## src/rtl/line_pixel_writer.sv

```systemverilog
// Clips drawer pixels, converts them to linear framebuffer writes and buffers them in a show-ahead FIFO; first write 1 cycle after accept.
// oe falls only when the FIFO is full (registered, no bypass); fb_ready stalls hold fb_addr/fb_data; line_done drains then pulses flush_done.
module line_pixel_writer #(
    parameter int COORD_WIDTH = 16,
    parameter int FB_WIDTH    = 320,
    parameter int FB_HEIGHT   = 180,
    parameter int COLOR_WIDTH = 8,
    parameter int FIFO_DEPTH  = 4,
    parameter int ADDR_WIDTH  = $clog2(FB_WIDTH * FB_HEIGHT),
    parameter int CNT_WIDTH   = 16
) (
    input  logic                          clk_in,
    input  logic                          rst_in,
    input  logic                          pix_valid,
    input  logic signed [COORD_WIDTH-1:0] pix_x,
    input  logic signed [COORD_WIDTH-1:0] pix_y,
    input  logic        [COLOR_WIDTH-1:0] pix_color,
    input  logic                          line_done,
    input  logic                          clear_stats,
    output logic                          oe,
    output logic                          fb_we,
    input  logic                          fb_ready,
    output logic        [ADDR_WIDTH-1:0]  fb_addr,
    output logic        [COLOR_WIDTH-1:0] fb_data,
    output logic                          busy,
    output logic                          flush_done,
    output logic        [CNT_WIDTH-1:0]   pix_written,
    output logic        [CNT_WIDTH-1:0]   pix_clipped
);

    localparam int PTR_W = $clog2(FIFO_DEPTH);
    localparam logic [PTR_W:0] FULL_CNT = (PTR_W + 1)'(FIFO_DEPTH);
    localparam logic signed [COORD_WIDTH-1:0] ZERO_C = '0;
    localparam logic signed [COORD_WIDTH-1:0] FBW_C  = COORD_WIDTH'(FB_WIDTH);
    localparam logic signed [COORD_WIDTH-1:0] FBH_C  = COORD_WIDTH'(FB_HEIGHT);
    localparam logic [CNT_WIDTH-1:0] CNT_MAX = '1;

    typedef enum logic [1:0] {
        S_IDLE   = 2'd0,
        S_ACTIVE = 2'd1,
        S_DRAIN  = 2'd2
    } state_t;

    state_t                 r_state;
    state_t                 w_state_nxt;

    logic [ADDR_WIDTH-1:0]  r_mem_addr [FIFO_DEPTH];
    logic [COLOR_WIDTH-1:0] r_mem_data [FIFO_DEPTH];
    logic [PTR_W-1:0]       r_wptr;
    logic [PTR_W-1:0]       r_rptr;
    logic [PTR_W:0]         r_count;
    logic [CNT_WIDTH-1:0]   r_written;
    logic [CNT_WIDTH-1:0]   r_clipped;

    logic                   w_in_bounds;
    logic                   w_accept;
    logic                   w_push;
    logic                   w_pop;
    logic                   w_fifo_empty;
    logic [ADDR_WIDTH-1:0]  w_addr;

    assign w_fifo_empty = (r_count == '0);
    assign oe           = (r_count != FULL_CNT);
    assign fb_we        = !w_fifo_empty;
    assign fb_addr      = r_mem_addr[r_rptr];
    assign fb_data      = r_mem_data[r_rptr];
    assign pix_written  = r_written;
    assign pix_clipped  = r_clipped;

    assign w_in_bounds = (pix_x >= ZERO_C) && (pix_x < FBW_C) &&
                         (pix_y >= ZERO_C) && (pix_y < FBH_C);
    assign w_accept    = pix_valid && oe;
    assign w_push      = w_accept && w_in_bounds;
    assign w_pop       = fb_we && fb_ready;
    // Only meaningful when in bounds, so the coordinates are non-negative here.
    assign w_addr      = ADDR_WIDTH'($unsigned(pix_y)) * ADDR_WIDTH'(FB_WIDTH)
                       + ADDR_WIDTH'($unsigned(pix_x));

    always_ff @(posedge clk_in) begin
        if (w_push) begin
            r_mem_addr[r_wptr] <= w_addr;
            r_mem_data[r_wptr] <= pix_color;
        end
    end

    always_ff @(posedge clk_in or negedge rst_in) begin
        if (!rst_in) begin
            r_wptr  <= '0;
            r_rptr  <= '0;
            r_count <= '0;
        end else begin
            if (w_push) r_wptr <= r_wptr + 1'b1;
            if (w_pop)  r_rptr <= r_rptr + 1'b1;
            case ({w_push, w_pop})
                2'b10:   r_count <= r_count + 1'b1;
                2'b01:   r_count <= r_count - 1'b1;
                default: r_count <= r_count;
            endcase
        end
    end

    always_ff @(posedge clk_in or negedge rst_in) begin
        if (!rst_in) begin
            r_written <= '0;
            r_clipped <= '0;
        end else if (clear_stats) begin
            r_written <= '0;
            r_clipped <= '0;
        end else begin
            if (w_pop && r_written != CNT_MAX)
                r_written <= r_written + 1'b1;
            if (w_accept && !w_in_bounds && r_clipped != CNT_MAX)
                r_clipped <= r_clipped + 1'b1;
        end
    end

    always_ff @(posedge clk_in or negedge rst_in) begin
        if (!rst_in) r_state <= S_IDLE;
        else         r_state <= w_state_nxt;
    end

    always_comb begin
        w_state_nxt = r_state;
        case (r_state)
            S_IDLE: begin
                if (line_done)      w_state_nxt = S_DRAIN;
                else if (pix_valid) w_state_nxt = S_ACTIVE;
            end
            S_ACTIVE: begin
                if (line_done) w_state_nxt = S_DRAIN;
            end
            S_DRAIN: begin
                if (w_fifo_empty && !w_push) w_state_nxt = S_IDLE;
            end
            default: w_state_nxt = S_IDLE;
        endcase
    end

    // busy drops in the same cycle flush_done fires.
    always_comb begin
        busy       = 1'b0;
        flush_done = 1'b0;
        case (r_state)
            S_ACTIVE: busy = 1'b1;
            S_DRAIN: begin
                flush_done = w_fifo_empty && !w_push;
                busy       = !flush_done;
            end
            default: begin
                busy       = 1'b0;
                flush_done = 1'b0;
            end
        endcase
    end

endmodule

```

## config.mk

```make
export PLATFORM = sky130hd
export DESIGN_NAME = line_pixel_writer
export DESIGN_NICKNAME = d
export VERILOG_FILES = /design/src/rtl/line_pixel_writer.sv
export SDC_FILE = /design/constraint.sdc
export NUM_CORES = 1
export LEC_CHECK = 0
export BUFFER_PORTS_ARGS = -buffer_cell sky130_fd_sc_hd__buf_2
export CORE_ASPECT_RATIO = 0.9
export CORE_UTILIZATION = 35
export DETAILED_ROUTE_END_ITERATION = 6
export GPL_ROUTABILITY_DRIVEN = 0
export MAX_ROUTING_LAYER = met4
export PLACE_DENSITY = 0.55
export SYNTH_ARGS = -nofsm -noshare
export SYNTH_HDL_FRONTEND = slang
export SYNTH_SLANG_ARGS = --single-unit
```

## constraint.sdc

```tcl
create_clock -name clk_in -period 6.35 [get_ports clk_in]
set_input_delay 0.9525 -clock clk_in [delete_from_list [all_inputs] [get_ports clk_in]]
set_output_delay 0.9525 -clock clk_in [all_outputs]
set_load 0.05 [all_outputs]
```

## Word-level counts from Yosys, hierarchy flattened

Memories as Yosys holds them, arrays and structs flattened.
Cells that the tools add are included.

| storage, ports and cells | value |
|---|---|
| word-level logic and storage cells | 64 |
| memories kept | 2 |
| memory bits (writable) | 96 |
| register bits after elaboration | 41 |

| cells by class | value |
|---|---|
| multiplexer cells | 14 |
| reductions and logical operators | 20 |
| add/subtract/negate cells | 7 |
| $mul | 1 |
| order comparisons | 4 |
| equal/unequal tests | 10 |

Memories:

| name | depth | width | read ports | clocked after Yosys merged registers in | write ports | RTL line | text |
|---|---|---|---|---|---|---|---|
| r_mem_addr | 4 | 16 | 1 | 0 | 1 | 47 | `logic [ADDR_WIDTH-1:0] r_mem_addr [FIFO_DEPTH];` |
| r_mem_data | 4 | 8 | 1 | 0 | 1 | 48 | `logic [COLOR_WIDTH-1:0] r_mem_data [FIFO_DEPTH];` |

Operators by type and width:

| kind | number |
|---|---|
| 16-bit two-way mux | 4 |
| 16-bit by 1-bit adder with 16-bit output, second input constant | 2 |
| 16-bit by 1-bit >= comparator with 1-bit output, second input constant | 2 |
| 16-bit != test, second input constant | 2 |
| 16-bit adder | 1 |
| 16-bit by 10-bit less-than comparator with 1-bit output, second input constant | 1 |
| 16-bit by 9-bit less-than comparator with 1-bit output, second input constant | 1 |
| 16-bit by 3-bit multiplier with 10-bit output, second input constant | 1 |
| 1-bit logical AND | 10 |
| 2-bit two-way mux | 4 |
| 3-bit != test, second input constant | 2 |
| 2-bit case mux with 3 select lines | 1 |
| 3-bit case mux with 2 select lines | 1 |
| 2-bit nonzero test | 3 |
| 2-bit by 1-bit adder with 2-bit output, second input constant | 2 |
| 2-bit by 1-bit equality test with 1-bit output, second input constant | 2 |
| 2-bit equality test, second input constant | 2 |
| 1-bit logical NOT | 4 |
| 2-bit != test, second input constant | 2 |
| 3-bit by 1-bit adder with 3-bit output, second input constant | 1 |
| 3-bit logical NOT | 1 |
| 1-bit two-way mux | 3 |
| 3-bit AND reduction | 1 |
| 3-bit by 1-bit subtractor with 3-bit output, second input constant | 1 |
| other kinds (2) | 2 |

## Logic depth before layout (Yosys ltp)

Gate-level depths: netlist (run 1).

| depth | value |
|---|---|
| depth after elaboration | 9 |
| depth in mapped cells | 11 |
| mapped depth without buffers | 11 |

## Worst setup path after synthesis (run 1)

No wires, ideal clock.

| timing | value |
|---|---|
| path kind | input-to-output |
| start | input port pix_y[2] |
| end | output port busy |
| arrival time | 2.548 ns |
| required time | 5.398 ns |
| stages on the path | 6 |
| buffers on the path | 1 |
| slack | 2.850 ns |
| cells stage by stage | o211a_1 o21a_1 or4_1 clkbuf_1 a21boi_1 o21a_1 |

| between the ends | value |
|---|---|
| longest elaborated chain between the ends | 8 |
| elaborated cells on any way between the ends | 9 |
| classes of those cells | 2 x order compare; 1 x mux; 6 x reduce/logical |

RTL lines:

| what | RTL line | text |
|---|---|---|
| start: declaration | 16 | `input logic signed [COORD_WIDTH-1:0] pix_y,` |
| 16-bit by 1-bit >= comparator with 1-bit output | 71 | `(pix_y >= ZERO_C) && (pix_y < FBH_C);` |
| 1-bit logical AND | 70 | `assign w_in_bounds = (pix_x >= ZERO_C) && (pix_x < FBW_C) &&` |
| 1-bit logical AND (*) | 71 |  |
| 1-bit logical AND (*) | 73 | `assign w_push = w_accept && w_in_bounds;` |
| 1-bit logical NOT (*) | 146 | `flush_done = w_fifo_empty && !w_push;` |
| 1-bit logical AND (*) | 146 |  |
| 1-bit logical NOT (*) | 147 | `busy = !flush_done;` |
| 1-bit case mux with 2 select lines (*) | 143 | `case (r_state)` |
| end: declaration | 25 | `output logic busy,` |

Every way passes the cells marked *; elsewhere a longest branch is shown, timed or not.

## Worst setup path after layout (run 1)

| timing | value |
|---|---|
| start | input port pix_x[14] |
| end | output port busy |

| between the ends | value |
|---|---|
| longest elaborated chain between the ends | 9 |
| elaborated cells on any way between the ends | 10 |
| classes of those cells | 2 x order compare; 1 x mux; 7 x reduce/logical |

RTL lines:

| what | RTL line | text |
|---|---|---|
| start: declaration | 15 | `input logic signed [COORD_WIDTH-1:0] pix_x,` |
| 16-bit by 1-bit >= comparator with 1-bit output / 16-bit by 10-bit less-than comparator with 1-bit output (equally long branches) | 70 |  |
| 1-bit logical AND (*) (2 in series) | 70 |  |
| 1-bit logical AND (*) | 71 |  |
| 1-bit logical AND (*) | 73 |  |
| 1-bit logical NOT (*) | 146 |  |
| 1-bit logical AND (*) | 146 |  |
| 1-bit logical NOT (*) | 147 |  |
| 1-bit case mux with 2 select lines (*) | 143 |  |

Marks and branches as above.

==> metrics.txt, run 1 <==
status finished, final reports clean; maximum vdd ir drop between 0.15 and 0.2 mV; Worst setup EP type primary output; area leader, netlist edfxtp_1; chip width around 150 microns; dpl hpwl roughly 9400 microns; # Post-CTS Setup Buffers 0; Antenna Nets Post-Route 0; CTS Buffer Depth 2; worst slew pin tran 0.957 ns; num ports between 100 and 150; Buf/Inv on CP 2; Chip Height 132 microns; routed length per instance between 15 and 20 microns; register bit total from synthesis 137; crit path cell chain buf_2 > nor4_1 > nand4_1 > or4_1 > a21boi_1 > o21a_1 > buf_2; drt first-iter violations 134; FILL cells approximately 1.7k; Clk pin slew, worst setup/hold paths 0.05 ns; Ant. Diodes 0; Setup CP Type input pin to primary output; Crit Path Max Fanout 5; Sink Count roughly 140; number of buffers created by CTS 17; Synth Instances approximately 470; final setup vio count 0; row count 47; CP max stage cell or4_1; most frequent cells in the layout buf_2, edfxtp_1, dfrtp_1; Port Buffer Count 105; Starting Density between 30% and 40%; sequential fraction of the synthesis area 59.5%; Layout area overhead 21.5%; commonest register cell after synthesis edfxtp_1; Final Power around 3.1 mW; initial antenna violation count 0; Design Area, Final between 0.007 and 0.008 sq mm; required time worst endpoint roughly 5.4 ns; DRT Pass-1 Iters 6; met2 Resource Use GR between 20% and 30%; top cell family by delay on the critical path simple AND/OR/NAND/NOR gates; crit path launch pix_x[14]; RSZ-0062 raised after global routing false; NumNets Final 659; first-pass GRT wire length about 23000 microns; fin crit share roughly three fifths; met1 Use GR 20.0%; Via density ~5.1; Hold Startpoint r_rptr[1]$_DFFE_PN0P_; RR Startpoint r_count[1]$_DFFE_PN0P_; GRT busiest layer met2; CTS resizes 0; Post-DP Area roughly 0.0074 sq mm; largest cells by area after synthesis edfxtp_1, dfrtp_1, mux4_2, ha_1, xnor2_1; worst min-delay path category flip-flop to flip-flop; Rel. slew slack approximately 36%; Util after Layout a little over two fifths; Skew-Pair Late Insertion Delay ~0.42 ns; die area between 0.015 and 0.02 sq mm; vias in the first global route between 4k and 5k; area of the multi-input gates 0.00249 sq mm; Max Slew Vio Count 0; drt drc 0; Netlist cell types between 40 and 50; slowest cell delay on critical path ~0.64 ns; final hold vios 0; setup TNS 0 ns; min cycle time layout approximately 3.8 ns; Top cell by count, worst path buf_2; clk root buf clkbuf_16; CP arrival between 2 and 3 ns; most common cell after layout, fill and taps aside buf_2; leakage power between 3 and 4 nW; GR Util met3 slightly above 4%; syn nets around 550; hold_buf cts 0; vias ~4.3k; fmax ~0.27 GHz; Final WS setup 2.58 ns; Max-Cap Viols 0; largest net degree at the start of global routing 42; Async SR Flop Fraction around 30%; GR Overflow Total 0; total track usage between 15 and 20%; share of cells above drive strength 1 30.3%; setup slack at placement 2.56 ns; register area ~0.004 sq mm; Core ar. roughly 0.018 sq mm; CTS tree yes; Avg Inst Size Synth around 14 sq um; synthesized area around 0.0066 sq mm; htree depth 4; clk_skew 0.00858 ns; Ys Warns 0; wirelength, routed 14100 microns; post-synth top area share between 40% and 50%; pwr dens roughly 400 mW/mm^2; number of flops mapped to enable cells by yosys between 90 and 100; CP startpoint kind input pin
-- cell usage after synthesis, types with 2 or more instances --
cell type / instances
a31oi_1: 2
and3_1: 8
nor2_1: 20
buf_6: 2
mux2i_1: 2
ha_1: 32
or3_1: 5
nand3_1: 11
nor2b_1: 5
xnor2_1: 18
nand3b_1: 2
a21oi_1: 28
and4_4: 2
o21bai_1: 2
inv_1: 20
nor3_1: 8
edfxtp_1: 96
buf_2: 5
clkbuf_1: 11
fa_1: 3
nand4_1: 9
xor2_1: 12
o31ai_1: 13
or4_1: 14
and2_1: 3
a21o_1: 2
dfrtp_1: 41
mux2_2: 6
nand2_1: 22
o21ai_0: 10
mux4_2: 24
o211ai_1: 2
o21a_1: 4
nor4_1: 8
-- registers in the layout (all words and copies together), names as in the netlist --
signal,cells
pix_clipped,16
pix_written,16
r_count,3
r_mem_addr,64
r_mem_data,32
r_rptr,2
r_state,2
r_wptr,2
-- cell type report --
type                       instances  share of cell area (%)
clock buffer                      19                    5.43
timing repair buffer             111                    7.15
multi-input combinational        291                    31.3
clock inverter                    13                    2.38
inverter                          20                   0.941
tap                              245                    3.84
sequential                       137                    49.0
-- metal layers --
metal  up-vias  part of all wire, %
met4         0                  1.5
met1      2144                   45
met3        16                  4.7
met2        97                   49
met5         -                    0
li1       2027                    -
-- where the power goes --
group	total, mW	switching (mW)	internal, mW	leakage, nW
clock network	1.04	0.378	0.661	0.302
registers	1.10	0.0750	1.02	1.42
logic	0.964	0.638	0.326	1.43
-- path summary, 6_finish.rpt --
path,cells after the start,slack (ns),to
min in group asynchronous,1,0.68,pix_written[8]$_DFFE_PN0P_
max in group asynchronous,1,5.01,r_rptr[0]$_DFFE_PN0P_
worst min-delay path,1,0.47,r_rptr[1]$_DFFE_PN0P_
worst max register to register,9,3.84,r_count[2]$_DFFE_PN0P_
worst min register to register,1,0.47,r_rptr[1]$_DFFE_PN0P_
worst max-delay path,7,2.58,busy
-- kinds of logic after synthesis --
group	after synthesis	synth area share, %
AOI/OAI and AO/OA	73	7.18
xor gates and xnor gates	30	4.00
DFF	137	59.5
adders and majority gates	35	7.01
muxes	32	9.56
and+or+nand+nor	121	10.1
buffers and inverters	39	2.61
-- metrics by stage --
step | instances | hold slack (ns)
floorplan | 467 | 0.479
global placement | 804 | 0.464
detailed placement | 804 | 0.466
CTS | 836 | 0.477
global route | 836 | 0.481
finish | 836 | 0.474
Note: power is estimated with default switching activity, not from simulation.
==> run 2, diff against run 1 <==
Clock period 6.35 ns to 3.8 ns, I/O delays scaled along.
==> run 2 against run 1 <==
Effect of this change:
- register-to-register slack worse by 2.6 ns
- non-clock buffer count stayed put
- via count is 0.33% higher
- utilization is 0.39 points lower
- flip-flop and latch count stayed put
- final cell count is 0.24% higher
- critical path depth stayed put
- sequential share of layout area is 0.45 points higher
- die area stayed put
- cell area is 0.91% lower
- largest cell class unchanged
- largest power group unchanged
- highest routed layer unchanged
==> metrics.txt, run 2 (synthesis gave the netlist of run 1 again) <==
Skew-Pair Late Insertion Delay between 0.4 and 0.5 ns; max reg flops between 60 and 70; worst slew pin tran 0.972 ns; CTS Buffer Depth 2; DRT Pass-1 Iters 4; die area around 0.019 sq mm; vias in the first global route about 4.4k; Via density 5.13; hold_buf cts 0; NumNets Final between 600 and 700; most common cell after layout, fill and taps aside buf_2; row count between 40 and 50; Worst setup EP type primary output; maximum vdd ir drop about 0.34 mV; final setup vio count 0; Buf/Inv on CP 2; Top cell by count, worst path buf_2; share of cells above drive strength 1 a little under a third; Layout area overhead 20.4%; Rel. slew slack a little over a third; vias roughly 4.3k; routed length per instance 16.6 microns; setup TNS 0 ns; RSZ-0062 raised after global routing false; number of buffers created by CTS 17; drt first-iter violations 206; R2R Setup Slk ~1.3 ns; status finished, final reports clean; capture point of the worst reg-to-reg path r_count[2]$_DFFE_PN0P_; Top Registers r_mem_addr x64, r_mem_data x32; Clk pin slew, worst setup/hold paths approximately 0.06 ns; chip width 146 microns; Starting Density 35.7%; slowest cell delay on critical path around 0.65 ns; Chip Height about 130 microns; leakage power ~3.1 nW; dpl hpwl between 9000 and 10000 microns; # Post-CTS Setup Buffers 0; required time worst endpoint ~3.2 ns; fmax roughly 0.33 GHz; Top reg by flops r_mem_addr; Max-Cap Viols 0; wirelength, routed ~14000 microns; Core ar. between 0.015 and 0.02 sq mm; Crit Path Max Fanout 5; CTS resizes 0; Post-Layout Cell Count 838; CP arrival around 2.5 ns; Max Slew Vio Count 0; CP max stage cell or4_1; min cycle time layout a little over 3 ns; pwr dens between 600 and 700 mW/mm^2; clk_skew slightly above 0.008 ns; clk root buf clkbuf_16; RR Startpoint r_count[1]$_DFFE_PN0P_; Port Buffer Count roughly 110; largest net degree at the start of global routing 42; Antenna Nets Post-Route 0; cells on worst reg2reg path 9; total track usage between 10% and 20%; first-pass GRT wire length around 23000 microns; GR Overflow Total 0; initial antenna violation count 2; top cell family by delay on the critical path simple AND/OR/NAND/NOR gates; worst min-delay path category input pin to async pin; CTS tree yes; Setup CP Type input pin to primary output; num ports 106; Sink Count around 140; Placed Cells about 800; fin crit share about four fifths; crit path cell chain buf_2 > nor4_1 > nand4_1 > or4_1 > a21boi_1 > o21a_1 > buf_2; most frequent cells in the layout buf_2, edfxtp_1, dfrtp_1; CP startpoint kind input pin; final hold vios 0; htree depth 4; drt drc 0
-- run 2: cell count changes in the layout (fill, tap and decap cells not counted), sizes merged --
cell      delta
bufinv       -4
clkbuf       -1
clkinv       +1
clkinvlp     +2
diode        +2
inv          +2
-- run 2: routing by layer --
layer	vias to the layer above	GRT usage, %	part of all wire, %
met4	0	4.17	0.65
met5	-	-	0
met3	9	5.19	6.0
met2	100	25.4	49
met1	2157	19.1	44
li1	2032	-	-
-- run 2: how the worst max path moves through the flow --
stage               startpoint                     endpoint  slack (ns)  depth (start not counted)
finish                pix_x[9]                         busy        0.75                          7
global placement      pix_y[1]  r_mem_addr[0][15]$_DFFE_PP_        0.60                         10
floorplan             pix_y[1]  r_mem_addr[0][15]$_DFFE_PP_        0.83                          9
CTS                   pix_x[9]                         busy        0.75                          7
global route         pix_x[10]                         busy        0.57                          7
detailed placement    pix_y[1]  r_mem_addr[0][15]$_DFFE_PP_        0.54                         10
-- run 2: per-stage QoR --
step	hold WS [ns]	power, mW	area [sq um]	setup WS [ns]	util (%)
4_1_cts	0.325	5.02	7900	0.749	42.9
5_1_grt	0.347	5.20	7910	0.570	43.0
3_5_place_dp	0.474	3.50	7360	0.545	40.0
3_3_place_gp	0.460	3.46	7360	0.599	40.0
2_1_floorplan	0.274	3.13	6570	0.834	-
6_report	0.317	4.95	7910	0.749	43.0
-- run 2: where the power goes --
part | internal [mW] | switching [mW] | total, mW
registers | 1.71 | 0.129 | 1.84
logic | 0.546 | 1.07 | 1.61
clock network | 0.848 | 0.655 | 1.50
total | 3.10 | 1.85 | 4.95
-- run 2: worst register-to-register path, stage by stage, from the launching register on --
cell and delay [ns]:
dfrtp_1 0.42, or3b_2 0.53, nand2_1 0.16, or4_1 0.26, ha_1 0.24, inv_1 0.06
fa_1 0.38, xor2_1 0.15, nor2_1 0.11, xor2_1 0.15
-- run 2: cell type report --
type | instances | area (sq um)
diodes | 2 | 5.00
clock inverters | 14 | 116
flip-flops and latches | 137 | 3910
multi-input cells | 291 | 2490
inverters | 20 | 75.1
well taps | 245 | 307
repair buffers | 111 | 571
fillers | 1707 | 10500
clock buffers | 18 | 429
==> run 3, diff against run 2 <==
Clock period 3.8 ns to 3 ns, I/O delays scaled along.
==> run 3 against run 2 <==
Effect of this change:
- flip-flop and latch count is the same
- wire length shrank 0.54%
- cell area grew 1.8%
- clock power grew 38%
- utilization grew 0.79 points
- sequential share of layout area shrank 0.89 points
- die area is the same
- sequential power grew 24%
- power grew 32%
- register-to-register slack lost 0.68 ns
- largest cell class unchanged
- highest routed layer unchanged
==> metrics.txt, run 3 (synthesis gave the netlist of run 1 again) <==
chip width 146 microns; clock share of power 31.7%; most common cell after layout, fill and taps aside buf_2; share of cells above drive strength 1 31.8%; dpl hpwl ~9400 microns; status finished, final reports clean; first-pass GRT wire length between 20000 and 25000 microns; DRT Pass-1 Iters 4; Starting Density around 36%; Antenna Nets Post-Route 0; worst hold slack ~0.17 ns; Sink Count ~140; Worst setup EP type primary output; Gate power share roughly 33%; Rel. slew slack a little under two fifths; Clk pin slew, worst setup/hold paths around 0.06 ns; maximum vdd ir drop roughly 0.38 mV; leakage power 3.19 nW; Skew-Pair Late Insertion Delay 0.42 ns; GR Overflow Total 0; Via density 5.08; FILL cells around 1.7k; area of the multi-input gates 0.00250 sq mm; CTS tree yes; num ports around 110; hold_buf cts 0; vias in the first global route 4503; clk_skew between 0.01 and 0.015 ns; Switching Fraction a little over a third; CP startpoint kind input pin; htree depth 4; drt drc 0; CTS resizes 0; P_int between 4 and 5 mW; Core ar. 0.0184 sq mm; Port Buffer Count roughly 110; Setup CP Type input pin to primary output; fmax ~0.36 GHz; routed length per instance 16.3 microns; clk root buf clkbuf_16; total track usage approximately 16%; Top Registers r_mem_addr x64, r_mem_data x32; most frequent cells in the layout buf_2, edfxtp_1, dfrtp_1; worst slew pin tran between 0.9 and 1 ns; Max-Cap Viols 0; fin crit share between 90% and 100%; CP arrival around 2.3 ns; Reg power frac 35.2%; RSZ-0062 raised after global routing false; wirelength, routed about 14000 microns; Top reg by flops r_mem_addr; final hold vios 0; setup TNS 0 ns; row count 47; worst min-delay path category input pin to async pin; Crit Path Max Fanout 5; final setup vio count 0; # Post-CTS Setup Buffers 0; required time worst endpoint 2.55 ns; min cycle time layout between 2 and 3 ns; vias about 4.3k; P_sw ~2.4 mW; number of buffers created by CTS 17; initial antenna violation count 0; Layout area overhead 22.6%; CTS Buffer Depth 2; R2R Setup Slk around 0.60 ns; max reg flops 64; NumNets Final ~670; register area between 0.003 and 0.004 sq mm; Chip Height ~130 microns; Max Slew Vio Count 0; die area 0.0193 sq mm; largest net degree at the start of global routing 42; pwr dens roughly 800 mW/mm^2; drt first-iter violations 182
[run 3: cell count changes in the layout (fill, tap and decap cells not counted), sizes merged]
cell	previous run	this run
buf	111	121
bufinv	0	2
clkinv	6	4
clkinvlp	3	1
diode	2	1
inv	25	27
[run 3: layout make-up]
type / instances / share of cell area (%)
multi-input cells: 291 / 31.0
inverters: 20 / 0.932
clock inverters: 14 / 1.99
repair buffers: 121 / 8.33
flip-flops and latches: 137 / 48.6
clock buffers: 18 / 5.33
diodes: 1 / 0.0311
well taps: 245 / 3.81
[run 3: critical path, stage by stage]
cell,delay [ns]
buf_2,0.11
nor4_1,0.31
nand4_1,0.24
or4_4,0.59
a21boi_1,0.22
o21a_1,0.14
buf_2,0.27
[run 3: layer usage]
| metal | share of wire (%) | up-vias | global-route usage, % |
|---|---|---|---|
| li1 | - | 2048 | - |
| met1 | 44 | 2138 | 18.2 |
| met2 | 50 | 107 | 26.2 |
| met3 | 5.8 | 9 | 5.16 |
| met4 | 0.69 | 0 | 4.57 |
| met5 | 0 | - | - |
[run 3: stage by stage]
step	setup slack [ns]	cells	total power, mW	util (%)	area [sq um]
floorplan	0.154	467	3.96	-	6570
global placement	-0.00353	814	4.47	40.5	7460
detailed placement	-0.155	814	4.53	40.5	7460
CTS	0.102	846	6.61	43.7	8050
global route	0.0202	846	6.83	43.7	8050
finish	0.215	847	6.52	43.7	8050
[run 3: power by group through the flow]
stage / combinational (mW) / sequential, mW / clock, mW
6_report: 2.16 / 2.29 / 2.07
5_1_grt: 2.31 / 2.31 / 2.20
4_1_cts: 2.19 / 2.30 / 2.12
3_5_place_dp: 2.19 / 2.34 / 0
3_3_place_gp: 2.14 / 2.33 / 0
2_1_floorplan: 1.67 / 2.29 / 0
[run 3: worst paths after layout]
check | start | end | cells after the start
max | pix_x[9] | busy | 7
min | rst_in | pix_written[12]$_DFFE_PN0P_ | 1
max reg2reg | r_count[1]$_DFFE_PN0P_ | r_count[2]$_DFFE_PN0P_ | 9
min reg2reg | r_wptr[0]$_DFFE_PN0P_ | r_wptr[0]$_DFFE_PN0P_ | 1
max in group asynchronous | rst_in | r_rptr[0]$_DFFE_PN0P_ | 1
min in group clk_in | pix_x[5] | r_mem_addr[3][5]$_DFFE_PP_ | 1
